===== config.mk =====
export PLATFORM = sky130hd
export DESIGN_NAME = hier_fanout_node
export DESIGN_NICKNAME = d
export VERILOG_FILES = /design/src/rtl/hier_node_pkg.sv /design/src/rtl/hier_credit_ctr.sv /design/src/rtl/hier_fanout_node.sv
export SDC_FILE = /design/constraint.sdc
export NUM_CORES = 1
export LEC_CHECK = 0
export BUFFER_PORTS_ARGS = -buffer_cell sky130_fd_sc_hd__buf_4
export CORE_MARGIN = 1.5
export CORE_UTILIZATION = 40
export CTS_BUF_LIST = sky130_fd_sc_hd__clkbuf_4 sky130_fd_sc_hd__clkbuf_8
export DETAILED_ROUTE_END_ITERATION = 12
export PLACE_DENSITY_LB_ADDON = 0.15
export REMOVE_ABC_BUFFERS = 1
export SLEW_MARGIN = 5
export SYNTH_ARGS = -nofsm -noshare
export SYNTH_HDL_FRONTEND = slang
export SYNTH_HIERARCHICAL = 1
export SYNTH_SLANG_ARGS = --single-unit

===== constraint.sdc =====
create_clock -name clk -period 8.5 [get_ports clk]
set_clock_uncertainty 0.05 [all_clocks]
set_input_delay 0 -clock clk [delete_from_list [all_inputs] [get_ports clk]]
set_output_delay 0 -clock clk [all_outputs]
set_load 0.005 [all_outputs]

===== src/rtl/hier_node_pkg.sv =====
// Shared types and default parameters for the hierarchical fan-out node.
package hier_node_pkg;

  typedef enum logic [0:0] {
    ST_IDLE     = 1'b0,
    ST_DISPATCH = 1'b1
  } node_state_e;

  localparam int unsigned NUM_CHILD_DEF = 5;
  localparam int unsigned DATA_W_DEF    = 16;
  localparam int unsigned MAX_OUT_DEF   = 4;

endpackage


===== src/rtl/hier_credit_ctr.sv =====
// Per-child outstanding-command counter. It saturates at MAX_OUT and ignores
// a done that arrives at zero, flagging that done as an underflow.
module hier_credit_ctr
  import hier_node_pkg::*;
#(
  parameter int unsigned MAX_OUT = MAX_OUT_DEF,
  localparam int unsigned CW     = $clog2(MAX_OUT + 1)
) (
  input  logic          clk,
  input  logic          rst_n,
  input  logic          inc,
  input  logic          dec,
  output logic [CW-1:0] count,
  output logic          at_max,
  output logic          at_zero,
  output logic          underflow
);

  logic [CW-1:0] count_q, count_d;
  logic          dec_eff;

  assign at_max    = (count_q == CW'(MAX_OUT));
  assign at_zero   = (count_q == '0);
  assign underflow = dec & at_zero;
  assign dec_eff   = dec & ~at_zero;
  assign count     = count_q;

  always_comb begin
    count_d = count_q;
    if (inc && !dec_eff && !at_max) begin
      count_d = count_q + CW'(1);
    end else if (!inc && dec_eff) begin
      count_d = count_q - CW'(1);
    end
  end

  always_ff @(posedge clk or negedge rst_n) begin
    if (!rst_n) begin
      count_q <= '0;
    end else begin
      count_q <= count_d;
    end
  end

endmodule


===== src/rtl/hier_fanout_node.sv =====
// Fan-out node: takes one upstream command at a time and dispatches it to one
// child (round-robin) or all children, tracking per-child outstanding credits.
module hier_fanout_node
  import hier_node_pkg::*;
#(
  parameter int unsigned NUM_CHILD = NUM_CHILD_DEF,
  parameter int unsigned DATA_W    = DATA_W_DEF,
  parameter int unsigned MAX_OUT   = MAX_OUT_DEF
) (
  input  logic                 clk,
  input  logic                 rst_n,
  input  logic                 up_valid,
  output logic                 up_ready,
  input  logic [DATA_W-1:0]    up_data,
  input  logic                 up_bcast,
  output logic [NUM_CHILD-1:0] ch_valid,
  input  logic [NUM_CHILD-1:0] ch_ready,
  output logic [DATA_W-1:0]    ch_data,
  input  logic [NUM_CHILD-1:0] ch_done,
  output logic                 busy,
  output logic                 all_done,
  output logic                 err_underflow
);

  localparam int unsigned CW  = $clog2(MAX_OUT + 1);
  localparam int unsigned RRW = (NUM_CHILD > 1) ? $clog2(NUM_CHILD) : 1;

  node_state_e state_q, state_d;

  logic [NUM_CHILD-1:0]    mask_q, mask_d;
  logic [RRW-1:0]          rr_q, rr_d;
  logic [DATA_W-1:0]       data_q, data_d;
  logic                    busy_prev_q;
  logic                    err_q;

  logic [NUM_CHILD-1:0]    at_max, at_zero, uflow, elig, issue;
  logic [NUM_CHILD*CW-1:0] cnt_flat;
  logic [RRW-1:0]          sel_idx;
  logic                    accept;

  for (genvar g = 0; g < NUM_CHILD; g++) begin : g_ctr
    hier_credit_ctr #(.MAX_OUT(MAX_OUT)) u_ctr (
      .clk       (clk),
      .rst_n     (rst_n),
      .inc       (issue[g]),
      .dec       (ch_done[g]),
      .count     (cnt_flat[g*CW +: CW]),
      .at_max    (at_max[g]),
      .at_zero   (at_zero[g]),
      .underflow (uflow[g])
    );
  end

  assign elig   = ~at_max;
  assign accept = up_valid & up_ready;
  assign issue  = ch_valid & ch_ready;

  // First eligible child scanning upward from the rr pointer, wrapping.
  always_comb begin
    int unsigned    cand;
    logic [RRW-1:0] cand_idx;
    logic           found;
    sel_idx  = '0;
    found    = 1'b0;
    cand     = 0;
    cand_idx = '0;
    for (int unsigned k = 0; k < NUM_CHILD; k++) begin
      cand = int'(rr_q) + k;
      if (cand >= NUM_CHILD) cand = cand - NUM_CHILD;
      cand_idx = cand[RRW-1:0];
      if (!found && elig[cand_idx]) begin
        found   = 1'b1;
        sel_idx = cand_idx;
      end
    end
  end

  // FSM: state register
  always_ff @(posedge clk or negedge rst_n) begin
    if (!rst_n) begin
      state_q <= ST_IDLE;
    end else begin
      state_q <= state_d;
    end
  end

  // FSM: next state
  always_comb begin
    state_d = state_q;
    case (state_q)
      ST_IDLE:     if (accept) state_d = ST_DISPATCH;
      ST_DISPATCH: if ((mask_q & ~ch_ready) == '0) state_d = ST_IDLE;
      default:     state_d = ST_IDLE;
    endcase
  end

  // FSM: outputs
  always_comb begin
    up_ready = 1'b0;
    ch_valid = '0;
    case (state_q)
      ST_IDLE:     up_ready = up_bcast ? (&elig) : (|elig);
      ST_DISPATCH: ch_valid = mask_q;
      default:     ;
    endcase
  end

  always_comb begin
    mask_d = mask_q;
    rr_d   = rr_q;
    data_d = data_q;
    if (accept) begin
      data_d = up_data;
      if (up_bcast) begin
        mask_d = '1;
      end else begin
        mask_d = NUM_CHILD'(1) << sel_idx;
        rr_d   = (sel_idx == RRW'(NUM_CHILD - 1)) ? '0 : sel_idx + RRW'(1);
      end
    end else if (state_q == ST_DISPATCH) begin
      mask_d = mask_q & ~ch_ready;
    end
  end

  always_ff @(posedge clk or negedge rst_n) begin
    if (!rst_n) begin
      mask_q      <= '0;
      rr_q        <= '0;
      data_q      <= '0;
      busy_prev_q <= 1'b0;
      err_q       <= 1'b0;
    end else begin
      mask_q      <= mask_d;
      rr_q        <= rr_d;
      data_q      <= data_d;
      busy_prev_q <= busy;
      err_q       <= err_q | (|uflow);
    end
  end

  assign ch_data       = data_q;
  assign busy          = (state_q == ST_DISPATCH) | (|cnt_flat);
  // Drained when idle with every counter at zero, i.e. busy is low now.
  assign all_done      = busy_prev_q & (state_q == ST_IDLE) & (&at_zero);
  assign err_underflow = err_q;

endmodule


==> out/summary.log <==
qor: outcome.run_status completed
qor: timing.maximum_frequency_from_static_timing_analysis 194 MHz
qor: worst_setup_path.critical_path_required 8.64 ns
qor: die.core 9150 µm²
qor: job.drv.max_cap_violation_count 0
qor: synth.yosys_warnings 6
qor: worst_setup_path.critical_path.endpoint_type flip-flop
qor: die.floorplan.io_pins 55
qor: die.effective_utilization_at_floorplan 41.0%
qor: global_routing.grt_start_max_net_pins 43
qor: clocking.cts.repair.resized 0
qor: timing.period_needed 5.15 ns
qor: drt.totalWireLength 9470 µm
qor: drt.drtAntennaViolNets 0
qor: die.die_x 99.9 µm
qor: place.dp.final_hpwl 6640 µm
qor: synth.yosysUniqueCellTypes 70
qor: clocking.tritoncts.num_buffers 5
qor: place.detailed_place.area 4110 µm²
qor: clocking.clk_pin_slew_worst_paths 0.09 ns
qor: timing.timing.max_slew.rel_slack 33.4%
qor: power.power_leakage 0.00186 µW
qor: synth.synthCells 422
qor: hold_path.min_path_type primary input to flip-flop
qor: place.placement.io_buffers 54
qor: synth.synth_top_area_share 28.0%
qor: synth.yosys_register_bits 42
qor: clocking.postCtsSetupRepairBufs 0
qor: clocking.cts.hold.buffers_added 23
qor: timing.finalCritPeriodShare 60.6%
qor: worst_setup_path.arrival 5.29 ns
qor: global_routing.grtUsageTotal 19.4%
qor: place.gpl.final_weighted_congestion 0.837
qor: timing.report.final.setup_viol 0
qor: cells_and_area.multiInputGateArea 2450 µm²
qor: drt.drt_iter0_markers 183
qor: clocking.clk_path_buf_depth 2
qor: synth.synth_top_cells_by_count 42 x sky130_fd_sc_hd__dfrtp_1, 31 x sky130_fd_sc_hd__nand2_1, 28 x sky130_fd_sc_hd__nor2_1, 20 x sky130_fd_sc_hd__and2_1
qor: cells_and_area.area.sequential 1050 µm²
qor: cells_and_area.finalNetCount 526
qor: cells_and_area.final_design_area_no_fill 4430 µm²
qor: worst_setup_path.crit_path_category flip-flop to flip-flop
qor: die.die_area 9980 µm²
qor: synth.synth_sequential_area_ratio 28.0%
qor: synth.synth_area_per_cell 8.90 µm²
qor: timing.fin_ws 3.35 ns
qor: cells_and_area.antenna-diode-count 0
qor: place.dp_worst_setup_slack 3.87 ns
qor: worst_setup_path.path_max_fanout 27
qor: cells_and_area.fillers 849
qor: timing.fin_hold_ws 0.0146 ns
qor: power.powerDensity 410 nW/µm²
qor: drt.drc_errors 0
qor: worst_setup_path.worstSetupStartpointType flip-flop
qor: global_routing.grt_pass1_vias 3275
qor: cells_and_area.post_route_cells_drive_above_1_share 22.4%
qor: clocking.cts_tree yes
qor: global_routing.global_route.overflow_total 0
qor: clocking.h-tree-depth 2
qor: timing.worstMarginPinSlew 0.999 ns
qor: drt.dr_total_vias 3378
qor: timing.setup_repair_after_global_routing_missed_its_margin false
qor: synth.netlist_top_cells_area sky130_fd_sc_hd__dfrtp_1 28%, sky130_fd_sc_hd__mux2_2 5.4%, sky130_fd_sc_hd__ha_1 4.3%
qor: clocking.cts.sinks 42
qor: timing.final-max-slew-violation-count 0
qor: synth.synth.cell_area 3760 µm²
qor: global_routing.grt_antenna_before_repair 0
qor: timing.final.setup.tns 0 ns
qor: synth.synth_ff_type sky130_fd_sc_hd__dfrtp_1
qor: drt.drt-wirelength-per-cell 16.1 µm
qor: synth.synth_enable_flop_cells 0
qor: drt.vias_per_cell 5.74
qor: die.core.rowCount 35
qor: synth.asyncSetResetFlopFracSynth 100%
qor: cells_and_area.area_growth 18.0%
qor: synth.post-synth-top-count-cell sky130_fd_sc_hd__dfrtp_1
qor: drt.detail_route.first_pass.iterations 5
qor: clocking.clock_insertion_delay_worst_skew 0.31 ns
qor: synth.synth.largest_area_cell sky130_fd_sc_hd__dfrtp_1
qor: timing.finalHoldViolCount 0
qor: clocking.clock-root-buffer sky130_fd_sc_hd__clkbuf_8
qor: global_routing.grt_first_pass_wirelength 15800 µm
qor: die.die_height 99.9 µm
qor: power.peakVddDrop 0.000194 V
## cell families (layout without fill, tap and decap cells)
family,Yosys count,after routing,share of synthesized area [%]
simple gates,165,165,24.1
fa+ha+maj,19,19,7.53
xor+xnor,14,14,3.26
mux,28,28,8.73
flops,42,42,28.0
compound gates,108,108,21.7
buf+inv,46,102,6.70
## flip-flops by register name (all words and copies together) (netlist names)
name	flops
g_ctr.u_ctr/count	15
ch_data	16
state_q	1
busy_prev_q	1
rr_q	3
err_underflow	1
mask_q	5
## power by group
part           total [µW]  switching, µW  internal [µW]
logic                1220            646            571
registers             462            167            295
clock network         138           79.7           57.9
total                1820            893            924
## worst paths after layout
path	start	to	slack [ns]	cells past startpoint
setup / recovery	rr_q[0]	mask_q[3]	3.35	15
min in group asynchronous	rst_n	g_ctr[3].u_ctr/count[1]	0.16	2
hold reg to reg	ch_data[11]	ch_data[11]	0.46	1
max in group asynchronous	rst_n	mask_q[0]	7.85	2
setup reg to reg	rr_q[0]	mask_q[3]	3.35	15
hold / removal	ch_done[2]	g_ctr[2].u_ctr/count[2]	0.01	3
## metal layers
metal  part of all wire [%]  vias up  global-route usage [%]
met2                     46      114                    30.2
li1                       -     1664                       -
met5                      0        -                       0
met1                     48     1588                    28.0
met4                    1.1        0                    4.23
met3                    5.4       12                    3.76
## metrics by stage
stage,util [%],total power (µW),std cells
2_1_floorplan,-,1320,393
3_3_place_gp,44.9,1640,558
3_5_place_dp,44.9,1650,558
4_1_cts,48.4,1810,589
5_1_grt,48.4,1990,589
6_report,48.4,1820,589
## critical path, stage by stage (launching register included)
cell	delay [ns]
sky130_fd_sc_hd__dfrtp_1	0.92
sky130_fd_sc_hd__inv_2	0.31
sky130_fd_sc_hd__ha_1	0.69
sky130_fd_sc_hd__inv_1	0.15
sky130_fd_sc_hd__o41a_1	0.46
sky130_fd_sc_hd__a221oi_2	0.27
sky130_fd_sc_hd__a31oi_2	0.11
sky130_fd_sc_hd__nor4_4	0.36
sky130_fd_sc_hd__and2_1	0.21
sky130_fd_sc_hd__nand3_1	0.08
sky130_fd_sc_hd__and4_4	0.26
sky130_fd_sc_hd__ha_1	0.20
sky130_fd_sc_hd__ha_1	0.17
sky130_fd_sc_hd__nor2_1	0.10
sky130_fd_sc_hd__a21oi_1	0.08
sky130_fd_sc_hd__dlygate4sd3_1	0.60
## placed cells by master (no fill, tap or decap), drive strengths merged, types with 13 or more instances in the layout
cell,netlist,routed
a21oi,16,16
and2,21,21
buf,17,54
dfrtp,42,42
dlygate4sd3,0,23
ha,13,13
inv,17,17
mux2,18,18
nand2,31,31
nand3,17,17
nor2,28,28
o21ai,26,26
## layout make-up
type,instances,area share [%]
Multi-Input combinational cell,334,55.3
Sequential cell,42,23.7
Timing Repair Buffer,77,14.3
Tap cell,111,3.13
Clock buffer,5,1.55
Inverter,17,1.44
Clock inverter,3,0.480
Power figures use the tool's default switching activity.
